<file path="config.mk">
export PLATFORM = sky130hd
export DESIGN_NAME = i2s_tx
export DESIGN_NICKNAME = d
export VERILOG_FILES = /design/src/rtl/i2s_tx.sv
export SDC_FILE = /design/constraint.sdc
export NUM_CORES = 1
export LEC_CHECK = 0
export CORE_MARGIN = 2
export CORE_UTILIZATION = 35
export CTS_CLUSTER_DIAMETER = 120
export DETAILED_ROUTE_END_ITERATION = 8
export SKIP_CTS_REPAIR_TIMING = 1
export SYNTH_ARGS = -nofsm -noshare
export SYNTH_HDL_FRONTEND = slang
export SYNTH_SLANG_ARGS = --single-unit
</file>
<file path="constraint.sdc">
create_clock -name clk -period 4.7 [get_ports clk]
set_input_delay 0.705 -clock clk [delete_from_list [all_inputs] [get_ports clk]]
set_output_delay 0.705 -clock clk [all_outputs]
set_load 0.01 [all_outputs]
</file>
<file path="src/rtl/i2s_tx.sv">
// Master-mode Philips I2S transmitter. BCLK and LRCLK are derived from clk.
// 16-bit stereo frames arrive through a one-entry valid/ready holding register.
module i2s_tx #(
  parameter int CLK_RATE   = 24576000,
  parameter int AUDIO_RATE = 48000
) (
  input  logic        clk,
  input  logic        reset,
  input  logic [15:0] sample_l,
  input  logic [15:0] sample_r,
  input  logic        sample_valid,
  output logic        sample_ready,
  output logic        i2s_bclk,
  output logic        i2s_lrclk,
  output logic        i2s_sdata,
  output logic        frame_start,
  output logic        underrun,
  output logic [7:0]  underrun_count
);
  localparam int HALF  = CLK_RATE / (AUDIO_RATE * 64);
  localparam int DIV_W = (HALF > 1) ? $clog2(HALF) : 1;

  if (CLK_RATE % (AUDIO_RATE * 64) != 0) begin : g_bad_rate
    $error("i2s_tx: CLK_RATE must be an exact multiple of 64*AUDIO_RATE");
  end

  logic [DIV_W-1:0] div_cnt;
  logic [4:0]       slot;
  logic [4:0]       slot_inc;
  logic [31:0]      shifter;
  logic [31:0]      last;
  logic [15:0]      hold_l;
  logic [15:0]      hold_r;
  logic             hold_full;
  logic             div_wrap;
  logic             bclk_fall;
  logic             load;

  assign div_wrap     = (div_cnt == DIV_W'(HALF - 1));
  assign bclk_fall    = div_wrap & i2s_bclk;
  assign slot_inc     = slot + 5'd1;
  // A new frame enters the shifter one BCLK after LRCLK falls (Philips delay).
  assign load         = bclk_fall & (slot_inc == 5'd1);
  assign sample_ready = ~hold_full;

  always_ff @(posedge clk or posedge reset) begin
    if (reset) begin
      div_cnt  <= '0;
      i2s_bclk <= 1'b0;
    end else begin
      div_cnt <= div_wrap ? '0 : div_cnt + DIV_W'(1);
      if (div_wrap) begin
        i2s_bclk <= ~i2s_bclk;
      end
    end
  end

  always_ff @(posedge clk or posedge reset) begin
    if (reset) begin
      slot      <= '0;
      shifter   <= '0;
      last      <= '0;
      i2s_sdata <= 1'b0;
      i2s_lrclk <= 1'b0;
    end else if (bclk_fall) begin
      slot      <= slot_inc;
      i2s_lrclk <= slot_inc[4];
      if (load) begin
        if (hold_full) begin
          shifter   <= {hold_l, hold_r};
          last      <= {hold_l, hold_r};
          i2s_sdata <= hold_l[15];
        end else begin
          shifter   <= last;
          i2s_sdata <= last[31];
        end
      end else begin
        shifter   <= {shifter[30:0], 1'b0};
        i2s_sdata <= shifter[30];
      end
    end
  end

  always_ff @(posedge clk or posedge reset) begin
    if (reset) begin
      frame_start    <= 1'b0;
      underrun       <= 1'b0;
      underrun_count <= '0;
    end else begin
      frame_start <= load;
      underrun    <= load & ~hold_full;
      if (load && !hold_full && underrun_count != 8'hFF) begin
        underrun_count <= underrun_count + 8'd1;
      end
    end
  end

  // A load with the register full never meets a write, since ready is low then.
  always_ff @(posedge clk or posedge reset) begin
    if (reset) begin
      hold_full <= 1'b0;
      hold_l    <= '0;
      hold_r    <= '0;
    end else if (load && hold_full) begin
      hold_full <= 1'b0;
    end else if (sample_valid && !hold_full) begin
      hold_full <= 1'b1;
      hold_l    <= sample_l;
      hold_r    <= sample_r;
    end
  end

endmodule

</file>
==> results.tsv <==
stage	metric	value	unit
run_status	status	completed	
clock_tree	Skew-Pair Late Insertion Delay	0.41	ns
finish	Diodes inserted	0	
critical_path	critical path startpoint category	flip-flop	
grt	initial antenna violation count	0	
run	max cap viols	0	
critical_path	WP data required	3.99	ns
sta	final worst path period need	2.963	ns
grt	GRT Residual Overflow	0	
critical_path	R2R Setup Slk	1.98	ns
finish	nets	528	
placement	Post-DP Area	6105	µm²
logic_synthesis	Yosys cell types	38	
finish	fin area	6648	µm²
placement	# port buffers	48	
die	row cnt	45	
critical_path	Worst Setup End Kind	output pin	
die	# IOs	49	
grt	largest net degree at the start of global routing	60	
logic_synthesis	Area contributors post-synth	dfrtp_1, mux2_2, mux2_4	
sta	Final Hold Fails	0	
sta	Setup Skew	0.006849	ns
logic_synthesis	most common library cells after synthesis	dfrtp_1, mux2_2, nand2_1, o21ai_0	
grt	first-pass GRT wire length	18980	µm
detailed_routing	vias per cell	5.024	
sta	Slew headroom	0.3810	
logic_synthesis	main flop type after synthesis	dfrtp_1	
logic_synthesis	sequential area share after synthesis	0.5302	
placement	HPWL after DPL	6811	µm
critical_path	crit path kind	flip-flop to output pin	
sta	measured slew at the worst slew-check pin	0.9243	ns
sta	final worst setup slack	1.737	ns
sta	crit share post-route	0.6303	
finish	proportion of layout cells with a drive suffix above 1	0.2840	
logic_synthesis	Syn Area/Cell	12.30	µm²
detailed_routing	DR WL/cell	15.98	µm
power	VDD IR max	0.2520	mV
detailed_routing	DR DRC count	0	
sta	post-route setup TNS	0	ns
logic_synthesis	Post-Synthesis Cells	445	
critical_path	FF-to-FF Start	slot[0]	
sta	setup violators final	0	
clock_tree	Num CTS Buffers	17	
logic_synthesis	async set or reset register ratio after synthesis	1.000	
placement	Post-Place Setup Slack	1.770	ns
die	Die Area	16660	µm²
logic_synthesis	Mapped Area	5475	µm²
worst_hold_path	Worst Hold Launch	div_cnt[0]	
clock_tree	Root Buffer	clkbuf_16	
critical_path	Max FO, Critical Path	28	
sta	RSZ-0062 raised after global routing	no	
clock_tree	CTS Sinks	116	
sta	Max Freq	337.5	MHz
clock_tree	Clock transition at path regs	0.05	ns
detailed_routing	post-route ant nets	0	
die	Core Footprint	15260	µm²
power	Pwr per Cell Area	388.9	nW/µm²
logic_synthesis	post-synth top area share	0.5302	
finish	Layout area overhead	21.41	%
critical_path	crit path DAT	2.26	ns
detailed_routing	DRT Pass-1 Iters	4	
die	chip width	129.1	µm
die	die height	129.1	µm
power	overall power	2585	µW
clock_tree	CTS max path bufs	2	
detailed_routing	1st-iter DRT viols	187	
logic_synthesis	Seq cells post-synth	116	
detailed_routing	final WL	11370	µm
critical_path	crit path from	hold_full	
sta	worst hold margin	0.4310	ns
worst_hold_path	worst hold path class	flip-flop to flip-flop	
logic_synthesis	most common cell in the netlist	dfrtp_1	
grt	Global Route Usage Sum	0.1474	
sta	max-slew violations	0	
logic_synthesis	post-synth top area cell	dfrtp_1	
power	Leak	0.002803	µW
logic_synthesis	yosys warns	0	
clock_tree	CTS tree	yes	
placement	Placer Congestion	0.7606	
logic_synthesis	synthesized net count	485	
die	Starting Density	0.3588	
detailed_routing	routed vias	3572	
clock_tree	H-tree depth	4	
logic_synthesis	Post-synth EDFFs	0	
grt	vias in the first global route	3716	
final timing paths:
| kind | to | depth (start not counted) |
|---|---|---|
| worst max-delay path | sample_ready | 3 |
| worst min-delay path | div_cnt[0] | 1 |
| worst max register to register | last[18] | 7 |
| worst min register to register | div_cnt[0] | 1 |
| max in group asynchronous | hold_r[10] | 3 |
| min in group asynchronous | hold_r[4] | 2 |
cells by family after synthesis:
family	Yosys count	synth area share
AO/OA/AOI/OAI	103	0.1140
XOR/XNOR	9	0.01440
adder cells (fa/ha/maj)	5	0.01143
buffers and inverters	40	0.04091
flip-flops	116	0.5302
multiplexers	99	0.2233
AND/OR/NAND/NOR	73	0.06581
per-layer routing:
metal	global-route usage	routed length, µm	part of all wire
met3	0.04129	449	0.040
met4	0.05882	144	0.013
met5	0	0	0
met2	0.2369	5564	0.49
met1	0.1895	5205	0.46
metrics by stage:
stage	cells	utilization
detailed placement	680	0.4001
CTS	711	0.4357
global route	711	0.4357
floorplan	445	-
finish	711	0.4357
global placement	680	0.4001
flip-flops by register name, indices dropped and copies added (netlist names), 3 cells and up:
name and count:
hold_r 16, div_cnt 3, shifter 31, slot 4, last 32, hold_l 16, underrun_count 8
cells in the final DEF (no fill, tap or decap), types with 2 or more instances in the layout:
cell and count:
o31ai_1 31, inv_1 4, nand2_1 40, clkdlybuf4s50_1 48, nand3_1 3, xnor2_1 5
clkbuf_16 17, a21oi_1 31, clkbuf_8 6, xor2_1 4, mux2_4 29, dfrtp_1 116
nor3_1 3, o21a_1 2, clkinv_2 4, nand4_1 8, and2_1 2, nor2b_1 2
o21ai_0 33, mux2_2 69, ha_1 5, clkbuf_1 4, nor4_1 3, inv_4 2
nor2_1 4, buf_4 10, and3_1 2
cell type report:
cell class / count / area, µm²
clock buffers: 27 / 523.0
clock inverters: 4 / 20.02
fillers: 1441 / 8611
inverters: 6 / 27.53
multi-input cells: 289 / 2355
flip-flops and latches: 116 / 2903
well taps: 211 / 264.0
repair buffers: 58 / 555.5
power by group:
group	total [µW]	leakage [µW]	internal, µW	switching [µW]
Combinational	239	0.00112	150	88.2
Clock	1170	0.000273	750	423
Sequential	1170	0.00141	1110	60.5
Total	2590	0.00280	2010	572
critical path, stage by stage, from the launching register on:
cell	delay (ns)
dfrtp_1	0.69
buf_4	0.46
inv_1	0.18
clkdlybuf4s50_1	0.52
Power figures use the tool's default switching activity.
